--- config.mk ---
export PLATFORM = sky130hd
export DESIGN_NAME = time_of_day_core
export DESIGN_NICKNAME = d
export VERILOG_FILES = /design/src/rtl/clock_pkg.sv /design/src/rtl/bcd_mod_counter.sv /design/src/rtl/time_of_day_core.sv
export SDC_FILE = /design/constraint.sdc
export NUM_CORES = 1
export LEC_CHECK = 0
export BUFFER_PORTS_ARGS = -buffer_cell sky130_fd_sc_hd__buf_4
export CAP_MARGIN = 40
export CORE_MARGIN = 2
export CORE_UTILIZATION = 55
export DETAILED_ROUTE_END_ITERATION = 7
export PLACE_DENSITY_LB_ADDON = 0.08
export SLEW_MARGIN = 20
export SYNTH_ARGS = -nofsm -noshare
export SYNTH_HDL_FRONTEND = slang
export SYNTH_SLANG_ARGS = --single-unit
--- constraint.sdc ---
create_clock -name clk -period 5.01 [get_ports clk]
set_clock_uncertainty 0.1 [all_clocks]
set_input_delay 1.503 -clock clk [delete_from_list [all_inputs] [get_ports clk]]
set_output_delay 1.503 -clock clk [all_outputs]
set_load 0.02 [all_outputs]
--- src/rtl/clock_pkg.sv ---
// Shared types and constants for the HH:MM:SS time-of-day core:
// mode states, field limits and the per-state HEX digit edit masks.
package clock_pkg;

  typedef enum logic [1:0] {
    RUN     = 2'd0,
    SET_HR  = 2'd1,
    SET_MIN = 2'd2,
    SET_SEC = 2'd3
  } state_e;

  localparam int SEC_MAX = 59;
  localparam int MIN_MAX = 59;
  localparam int HR_MAX  = 23;

  // Bit n corresponds to HEXn (HEX0 = seconds ones ... HEX5 = hours tens).
  localparam logic [5:0] MASK_RUN = 6'b000000;
  localparam logic [5:0] MASK_SEC = 6'b000011;
  localparam logic [5:0] MASK_MIN = 6'b001100;
  localparam logic [5:0] MASK_HR  = 6'b110000;

  function automatic logic [5:0] mask_of(input state_e s);
    case (s)
      SET_HR:  return MASK_HR;
      SET_MIN: return MASK_MIN;
      SET_SEC: return MASK_SEC;
      default: return MASK_RUN;
    endcase
  endfunction

endpackage

--- src/rtl/bcd_mod_counter.sv ---
// Two-digit BCD counter wrapping over 00..MAX. Counts up on inc or carry-in,
// down on dec; wrap flags the carry-in that rolls MAX over to 00.
module bcd_mod_counter #(
  parameter int MAX = 59
) (
  input  logic       clk,
  input  logic       rst,
  input  logic       inc,
  input  logic       dec,
  input  logic       cin,
  output logic [3:0] ones,
  output logic [3:0] tens,
  output logic       wrap
);

  localparam logic [3:0] MAX_TENS = 4'(MAX / 10);
  localparam logic [3:0] MAX_ONES = 4'(MAX % 10);

  logic up, at_max, at_zero;

  assign up      = inc | cin;
  assign at_max  = (tens == MAX_TENS) && (ones == MAX_ONES);
  assign at_zero = (tens == 4'd0) && (ones == 4'd0);
  assign wrap    = cin & at_max;

  always_ff @(posedge clk) begin
    if (rst) begin
      ones <= 4'd0;
      tens <= 4'd0;
    end else if (up && !dec) begin
      if (at_max) begin
        ones <= 4'd0;
        tens <= 4'd0;
      end else if (ones == 4'd9) begin
        ones <= 4'd0;
        tens <= tens + 4'd1;
      end else begin
        ones <= ones + 4'd1;
      end
    end else if (dec && !up) begin
      if (at_zero) begin
        ones <= MAX_ONES;
        tens <= MAX_TENS;
      end else if (ones == 4'd0) begin
        ones <= 4'd9;
        tens <= tens - 4'd1;
      end else begin
        ones <= ones - 4'd1;
      end
    end
  end

endmodule

--- src/rtl/time_of_day_core.sv ---
// 24-hour BCD time-of-day core: prescaler to a 1 Hz tick, sec/min/hr carry
// chain, and a button-driven set mode editing one field at a time.
module time_of_day_core
  import clock_pkg::*;
#(
  parameter int CLOCK_FREQ = 50_000_000
) (
  input  logic       clk,
  input  logic       rst,
  input  logic       i_mode,
  input  logic       i_inc,
  input  logic       i_dec,
  output logic [3:0] o_sec_ones,
  output logic [3:0] o_sec_tens,
  output logic [3:0] o_min_ones,
  output logic [3:0] o_min_tens,
  output logic [3:0] o_hr_ones,
  output logic [3:0] o_hr_tens,
  output logic       o_tick,
  output logic [5:0] o_edit_mask
);

  localparam int PW = (CLOCK_FREQ > 1) ? $clog2(CLOCK_FREQ) : 1;
  localparam logic [PW-1:0] PRE_LAST = PW'(CLOCK_FREQ - 1);

  state_e        state;
  logic [PW-1:0] presc;
  logic          tick_now;
  logic          edit_ok;
  logic          sec_inc, sec_dec, min_inc, min_dec, hr_inc, hr_dec;
  logic          sec_wrap, min_wrap, hr_wrap_unused;

  assign tick_now = (state == RUN) && (presc == PRE_LAST);

  // A mode pulse wins over any inc/dec arriving in the same cycle.
  assign edit_ok = !i_mode && (i_inc ^ i_dec);
  assign sec_inc = edit_ok && i_inc && (state == SET_SEC);
  assign sec_dec = edit_ok && i_dec && (state == SET_SEC);
  assign min_inc = edit_ok && i_inc && (state == SET_MIN);
  assign min_dec = edit_ok && i_dec && (state == SET_MIN);
  assign hr_inc  = edit_ok && i_inc && (state == SET_HR);
  assign hr_dec  = edit_ok && i_dec && (state == SET_HR);

  // Held at 0 outside RUN so the first tick after leaving set mode is a full period away.
  always_ff @(posedge clk) begin
    if (rst || state != RUN || presc == PRE_LAST) presc <= '0;
    else                                         presc <= presc + 1'b1;
  end

  always_ff @(posedge clk) begin
    if (rst) o_tick <= 1'b0;
    else     o_tick <= tick_now;
  end

  always_ff @(posedge clk) begin
    if (rst) begin
      state       <= RUN;
      o_edit_mask <= MASK_RUN;
    end else if (i_mode) begin
      case (state)
        RUN:     begin state <= SET_HR;  o_edit_mask <= mask_of(SET_HR);  end
        SET_HR:  begin state <= SET_MIN; o_edit_mask <= mask_of(SET_MIN); end
        SET_MIN: begin state <= SET_SEC; o_edit_mask <= mask_of(SET_SEC); end
        default: begin state <= RUN;     o_edit_mask <= mask_of(RUN);     end
      endcase
    end
  end

  bcd_mod_counter #(.MAX(SEC_MAX)) u_sec (
    .clk (clk),
    .rst (rst),
    .inc (sec_inc),
    .dec (sec_dec),
    .cin (tick_now),
    .ones(o_sec_ones),
    .tens(o_sec_tens),
    .wrap(sec_wrap)
  );

  bcd_mod_counter #(.MAX(MIN_MAX)) u_min (
    .clk (clk),
    .rst (rst),
    .inc (min_inc),
    .dec (min_dec),
    .cin (sec_wrap),
    .ones(o_min_ones),
    .tens(o_min_tens),
    .wrap(min_wrap)
  );

  bcd_mod_counter #(.MAX(HR_MAX)) u_hr (
    .clk (clk),
    .rst (rst),
    .inc (hr_inc),
    .dec (hr_dec),
    .cin (min_wrap),
    .ones(o_hr_ones),
    .tens(o_hr_tens),
    .wrap(hr_wrap_unused)
  );

endmodule

-- After elaboration in Yosys (flattened, before gate mapping)
Cells that the tools add are included.
- bitwise operators: 6
- mux-type cells: 38
- equal/unequal tests: 14
- $add $sub $neg: 13
- reduce and logical (&&, ||, !) cells: 48
- operators with widths (kind ; count):
    two-way mux 4 bit ; 36
    adder 26 x 1 -> 26 bit (second input constant) ; 1
    == test 26 bit (second input constant) ; 1
    adder 4 x 1 -> 4 bit (second input constant) ; 6
    zero test 4 bit ; 6
    subtractor 4 x 1 -> 4 bit (second input constant) ; 6
    logical AND 1 bit ; 22
    case mux 6 bit (3 select lines) ; 1
    == test 4 bit (second input constant) ; 3
    inequality test 3 x 2 -> 1 bit (second input constant) ; 3
    AND reduction 3 bit ; 3
    nonzero test 3 bit ; 3
    == test 4 x 2 -> 1 bit (second input constant) ; 2
    == test 4 x 3 -> 1 bit (second input constant) ; 2
    nonzero test 2 bit ; 4
    zero test 1 bit ; 7
    case mux 2 bit (3 select lines) ; 1
    == test 2 bit (second input constant) ; 2
    bitwise OR 1 bit ; 3
    AND 1 bit ; 2
    == test 2 x 1 -> 1 bit (second input constant) ; 1
    zero test 2 bit ; 1
    logical OR 1 bit ; 2
    bitwise XOR 1 bit ; 1
- word-level logic and storage cells: 129
- output and inout port bits: 31
- bits of input ports: 5
- flip-flop bits (word level): 59

-- Depth between registers and ports, before layout
Gate-level depths: netlist of run 1.
- word-level depth: 9
- gate-level depth with buffers: 13
- depth with buffers taken out: 10

-- Modules after synthesis
From an unflattened synthesis of run 1, not the netlist that was laid out.
- cells, all modules: 456
- area total of the unflattened synthesis: 3773.6 um^2
- modules (own cells, without submodules) (module ; area each (um^2) ; instances ; cells each ; sequential area each (um^2)):
    time_of_day_core ; 1629.1 ; 1 ; 187 ; 640.6
    bcd_mod_counter at u_min ... ; 694.4 ; 2 ; 86 ; 160.2
    bcd_mod_counter at u_hr ; 755.7 ; 1 ; 97 ; 160.2

-- Least setup slack after synthesis of run 1
No wires, ideal clock.
- kind: input port to flip-flop
- start point: input port i_mode
- end point: register u_min.tens[2]
- path buffers: 2
- arrival time: 3.555 ns
- library setup time: 0.091 ns
- cell stages on the path: 9
- slack: 1.264 ns
- cells stage by stage: clkbuf_1 nor3b_1 nand2_1 ha_1 clkbuf_1 or3b_2 a21boi_1 a21oi_1 a311oi_1
- word-level cells in the longest chain between the ends: 9
- elaborated cells between the ends (all ways): 16
- those cells by class: eq/ne: 1; mux: 1; bitwise: 1; reduce/logical: 13
- ends and longest elaborated chain (what ; line ; RTL):
    from (decl) ; time_of_day_core.sv:10 ; input logic i_mode,
    zero test 1 bit (*) ; time_of_day_core.sv:36 ; assign edit_ok = !i_mode && (i_inc ^ i_dec);
    logical AND 1 bit (*) ; time_of_day_core.sv:36 ;
    logical AND 1 bit (2 in a row) ; time_of_day_core.sv:39 ; assign min_inc = edit_ok && i_inc && (state == SET_MIN);
    bitwise OR 1 bit ; bcd_mod_counter.sv:21 ; assign up = inc | cin;
    zero test 1 bit ; bcd_mod_counter.sv:40 ; end else if (dec && !up) begin
    logical AND 1 bit ; bcd_mod_counter.sv:40 ;
    nonzero test 2 bit (no line) ; -- ;
    AND reduction 3 bit (no line) ; -- ;
    to (signal assigned) ; bcd_mod_counter.sv:36 ; tens <= tens + 4'd1;
    to (signal assigned) ; bcd_mod_counter.sv:46 ; tens <= tens - 4'd1;
    to (decl) ; bcd_mod_counter.sv:12 ; output logic [3:0] tens,
Mark *: on every way between the ends. The rest lies on a longest branch, timed or not.
A chain may end at the register's enable or synchronous reset.

-- Worst setup path after layout of run 1
- start point: register presc[10]
- end point: register u_hr.tens[3]
- word-level cells in the longest chain between the ends: 9
- elaborated cells between the ends (all ways): 13
- those cells by class: eq/ne: 2; mux: 1; bitwise: 3; reduce/logical: 7
- ends and longest elaborated chain (what ; line ; RTL):
    from (decl) ; time_of_day_core.sv:27 ; logic [PW-1:0] presc;
    from (signal assigned) ; time_of_day_core.sv:47 ; else presc <= presc + 1'b1;
    == test 26 bit (*) ; time_of_day_core.sv:33 ; assign tick_now = (state == RUN) && (presc == PRE_LAST);
    logical AND 1 bit (*) ; time_of_day_core.sv:33 ;
    AND 1 bit (*) (2 in a row) ; bcd_mod_counter.sv:24 ; assign wrap = cin & at_max;
    bitwise OR 1 bit (*) ; bcd_mod_counter.sv:21 ;
    zero test 1 bit ; bcd_mod_counter.sv:40 ;
    logical AND 1 bit ; bcd_mod_counter.sv:40 ;
    nonzero test 2 bit (no line) ; -- ;
    AND reduction 3 bit (no line) ; -- ;
    to (signal assigned) ; bcd_mod_counter.sv:36 ;
    to (signal assigned) ; bcd_mod_counter.sv:46 ;
    to (decl) ; bcd_mod_counter.sv:12 ;
Marked as above.

==> impl_metrics.tcl, run 1 <==
set metrics [dict create \
    status "finished, final reports clean" \
    cts_buffers 5 \
    critPathLaunchType "register" \
    place_congestion 0.9128 \
    layout_commonest_cell "dfxtp_1" \
    arrival_ps 4170 \
    drive_gt1_share_pct 11.79 \
    drv_slew 0 \
    p_leak_nw 1.525 \
    drc 0 \
    drv_cap 0 \
    drt_wl_total_um 7788 \
    cts_tree "built" \
    fin_tns_setup_ps 0 \
    start_util_pct 57.39 \
    worst_pin_slew_ps 799.0 \
    overflow 0 \
    yosysSeqAreaShare_pct 30.59 \
    yosys.area_share.simple_pct 26.39 \
    core_area_um2 6386 \
    dpl_cell_area_um2 3901 \
    ios 36 \
    dieArea_um2 7333 \
    dr.max_layer_used "met4" \
    holdBufCountCts 0 \
    cts.path.max_buffers 2 \
    seq_area_um2 1121 \
    setup_viol 0 \
    grt_pass1_vias 3007 \
    synth.top_cell.area_share_pct 30.59 \
    fin_area_um2 3995 \
    fp.dieH_um 85.63 \
    max_freq_mhz 246.6 \
    nFillCells 590 \
    clk_latency_ps 300 \
    vias_per_cell 6.083 \
    postSynthAreaPerCell_um2 7.984 \
    post-dp-hpwl_um 5534 \
    io_buffers 35 \
    synth_flop_cell "dfxtp_1" \
    die_w_um 85.63 \
    ant_nets 0 \
    grt_usage_pct 21.45 \
    m1WireLength_um 3783 \
    row_count 29 \
    final_cells 552 \
    dp_cells 544 \
    rsz0062_at_grt "false" \
    clock_sinks 56 \
    grt_pass1_wl_um 13270 \
    yosysWarningCount 0 \
    cts_htree_levels 2 \
    synth_area_um2 3665 \
    multi_input_area_um2 2316 \
    grt_max_degree 34 \
    synth_area_leaders "dfxtp_1, ha_1, a21oi_1, nor2_1, nand3_1" \
    root_buffer "clkbuf_8" \
    synth-compound-area-share_pct 22.50 \
    area_growth_pct 9.013 \
    post_cts_buffers 0 \
    synth_area_leader_cell "dfxtp_1" \
    min_path_type "reg -> reg" \
    finalNetCount 505 \
    required_ps 5130 \
    wl_met2_um 3760 \
    cp-end-kind "register" \
    power_density_nw_per_um2 213.6 \
    clkTransAtPathRegs_ps 100 \
    relSlewSlack_pct 46.37 \
    ir_drop_uv 205.1 \
    synthesis.nets 490 \
    critPathKind "reg -> reg" \
    firstDrtPassIters 4 \
    wl_met3_um 197 \
    syn-instance-count 459 \
    vias 3358 \
    synth_cell_types 63 \
    ys_seq_elements 56 \
    final_cell_mix "dfxtp_1, nor2_1, a21oi_1" \
    synth_xor_area_share_pct 2.629 \
    drt_iter0_drc 105 \
    n_antenna_cell 0 \
    antenna_found_initial 0 \
    min_period_ps 4055 \
    ctsResizeCount 0 \
    synth.area.mux_share_pct 2.800 \
    synth_top_family_by_area "simple AND/OR/NAND/NOR gates" \
    wl_per_cell_um 14.11 \
    synth_enable_flop_cells 0 \
    timing.final.hold_violations 0 \
    finalCritPeriodShare_pct 80.94 \
    worstPathMaxFanout 11 \
    synth-adder-area-share_pct 8.877 \
    async_flop_share_pct 0 \
]
==> logic make-up after synthesis <==
logic type | count (synthesis)
adder cells (fa/ha/maj) | 26
buffers and inverters | 55
multiplexers | 10
AND/OR/NAND/NOR | 180
flip-flops | 56
AO/OA/AOI/OAI | 121
XOR/XNOR | 11
==> final timing paths <==
| path | start | endpoint | slack (ps) | cells after the start |
|---|---|---|---|---|
| setup reg to reg | presc[10] | u_hr.tens[3] | 960 | 9 |
| hold reg to reg | presc[0] | presc[0] | 380 | 1 |
| setup / recovery | presc[10] | u_hr.tens[3] | 960 | 9 |
| hold / removal | presc[0] | presc[0] | 380 | 1 |
==> per-stage QoR <==
step	hold slack (ps)	utilization (%)	power, mW	worst slack (ps)
after detailed placement	360.6	61.09	0.6057	771.6
final	376.7	62.56	0.8533	955.1
after floorplan	329.4	-	0.5747	1264
after CTS	384.1	62.56	0.8605	1031
after global routing	403.6	62.56	0.8928	542.8
after global placement	344.8	61.09	0.6033	812.2
==> flip-flops by register name, summed over array words and instances, names as in the netlist <==
register / flops
o_tick: 1
presc: 26
u_min.tens: 4
u_hr.tens: 4
o_edit_mask: 3
u_sec.tens: 4
state: 2
u_hr.ones: 4
u_min.ones: 4
u_sec.ones: 4
==> Yosys cell counts (all sizes together) (3+ instances only) <==
library cell / count
o32ai: 4
o211a: 5
nand4: 9
mux2i: 8
a21boi: 3
o31ai: 9
or3b: 4
dfxtp: 56
xor2: 3
nor3: 7
or3: 8
nor3b: 6
nand2b: 5
nand3: 25
inv: 27
xnor2: 8
and3: 3
nand2: 31
o22ai: 3
buf: 10
or4: 11
nor2: 45
and3b: 6
a211oi: 8
a311oi: 6
clkbuf: 17
nor2b: 6
nor4: 5
a31oi: 7
a21oi: 38
ha: 26
o21ai: 14
==> critical path, stage by stage, from the launching register on <==
cell	delay, ps
dfxtp_1	380
or4b_1	510
nor4_1	460
nand4_1	270
o31ai_1	300
ha_1	440
clkinv_1	340
a311oi_1	710
nor2_1	180
a311oi_1	270
==> power breakdown <==
part / internal [mW] / leakage, nW / total [mW] / switching [mW]
clock network: 0.113 / 0.0445 / 0.257 / 0.144
registers: 0.456 / 0.453 / 0.472 / 0.0158
logic: 0.0519 / 1.03 / 0.125 / 0.0732
total: 0.620 / 1.53 / 0.853 / 0.233
==> metal layers <==
metal / global-route usage, % / vias to the layer above
li1: - / 1719
met1: 28.15 / 1595
met2: 37.57 / 40
met3: 2.984 / 4
met4: 4.618 / 0
met5: 0 / -
==> cell type report <==
class                      count  area share, %
multi-input combinational    348          57.97
sequential                    56          28.06
timing repair buffer          35          6.577
inverter                      28          2.631
tap                           77          2.412
clock buffer                   7          2.161
clock inverter                 1         0.1879
Power figures use the tool's default switching activity.
==> inputs of run 2 (changes only) <==
==> constraint.sdc (replaced) <==
create_clock -name clk -period 3.9 [get_ports clk]
set_clock_uncertainty 0.1 [all_clocks]
set_input_delay 1.17 -clock clk [delete_from_list [all_inputs] [get_ports clk]]
set_output_delay 1.17 -clock clk [all_outputs]
set_load 0.02 [all_outputs]
==> run 2 against run 1 <==
Effect of this change:
- core utilization grew 0.33 points
- total power grew 26%
- maximum frequency is 18% higher
- largest cell class unchanged
- largest power group unchanged
- highest routed layer unchanged
==> impl_metrics.tcl, run 2 (synthesis gave the netlist of run 1 again) <==
set metrics [dict create \
    status "finished, final reports clean" \
    cts_tree "built" \
    cp-end-kind "register" \
    seq_area_um2 1121 \
    firstDrtPassIters 8 \
    n_antenna_cell 0 \
    vias 3388 \
    worst_slack_ps 478.0 \
    layout_commonest_cell "dfxtp_1" \
    timing.final.hold_violations 0 \
    clkTransAtPathRegs_ps 100 \
    finalNetCount 510 \
    dieArea_um2 7333 \
    power_density_nw_per_um2 268.6 \
    grt_usage_pct 22.44 \
    path_buf_inv 0 \
    root_buffer "clkbuf_8" \
    cts_buffers 5 \
    cp_slowest_cell "or4b_1" \
    fp.dieH_um 85.63 \
    max_freq_mhz 292.2 \
    final_cells 556 \
    arrival_ps 3550 \
    ios 36 \
    power_mw 1.079 \
    drv_slew 0 \
    dpl_cell_area_um2 3939 \
    vias_per_cell 6.094 \
    relSlewSlack_pct 57.66 \
    critical-path-top-delay-family "simple AND/OR/NAND/NOR gates" \
    cts_htree_levels 2 \
    required_ps 4030 \
    area_growth_pct 9.594 \
    drive_gt1_share_pct 12.53 \
    ant_nets 0 \
    rsz0062_at_grt "false" \
    multi_input_area_um2 2316 \
    ir_drop_uv 209.9 \
    antenna_found_initial 0 \
    critPathLaunchType "register" \
    dp_cells 549 \
    nFillCells 595 \
    wl_per_cell_um 14.32 \
    holdBufCountCts 0 \
    fin_tns_setup_ps 0 \
    min_path_type "reg -> reg" \
    worst_pin_slew_ps 633.7 \
    cts.path.max_buffers 2 \
    row_count 29 \
    utilization_pct 62.89 \
    post-dp-hpwl_um 5638 \
    post_cts_buffers 0 \
    ctsResizeCount 0 \
    core_area_um2 6386 \
    drc 0 \
    clock_sinks 56 \
    path_cells "or4b_1, nor4_1, nand4_1, o21ai_0, ha_1, nor2_1, a21boi_1, a21oi_1, a311oi_1" \
    io_buffers 35 \
    grt_pass1_vias 3068 \
    cpPeakStageDelay_ps 510 \
    drt_wl_total_um 7964 \
    finalCritPeriodShare_pct 87.74 \
    final_cell_mix "dfxtp_1, nor2_1, buf_4" \
    fin_area_um2 4016 \
    whs_ps 382.2 \
    overflow 0 \
    min_period_ps 3422 \
    largest_reg_flops 26 \
    drv_cap 0 \
    regMostFlops "presc" \
    drt_iter0_drc 139 \
    start_util_pct 57.39 \
    grt_max_degree 34 \
    grt_pass1_wl_um 13760 \
    critPathKind "reg -> reg" \
    die_w_um 85.63 \
    worstPathMaxFanout 8 \
    p_leak_nw 1.548 \
    clk_latency_ps 310 \
    setup_viol 0 \
    post-place-ws_ps 477.0 \
    place_congestion 0.8556 \
]
run 2: cell types whose count changed in the layout (fill, tap and decap cells not counted), sizes merged:
cell	before	now
buf	35	40
clkinvlp	1	0
clkinv	1	2
clkbuf	7	6
run 2: routing by layer:
| metal | track usage [%] | up-vias | routed length (µm) |
|---|---|---|---|
| met4 | 6.638 | 0 | 101 |
| met3 | 3.272 | 8 | 332 |
| met1 | 30.11 | 1574 | 3830 |
| li1 | - | 1718 | - |
| met5 | 0 | - | 0 |
| met2 | 37.50 | 88 | 3699 |
run 2: worst paths after layout:
| path | from | cells past startpoint | slack [ps] | to |
|---|---|---|---|---|
| min | presc[0] | 1 | 380 | presc[0] |
| max reg2reg | presc[10] | 9 | 480 | u_min.tens[2] |
| max | presc[10] | 9 | 480 | u_min.tens[2] |
| min reg2reg | presc[0] | 1 | 380 | presc[0] |
run 2: area by class of cell:
cell class	instances	share of cell area, %
Inverter	28	2.617
Clock inverter	1	0.1246
Clock buffer	6	1.807
Tap cell	77	2.399
Sequential cell	56	27.91
Multi-Input combinational cell	348	57.66
Timing Repair Buffer	40	7.477
run 2: where the power goes:
part           switching [mW]  total, mW  internal, mW
combinational          0.0938      0.162        0.0677
clock                   0.189      0.312         0.123
sequential             0.0202      0.606         0.585
total                   0.303       1.08         0.776
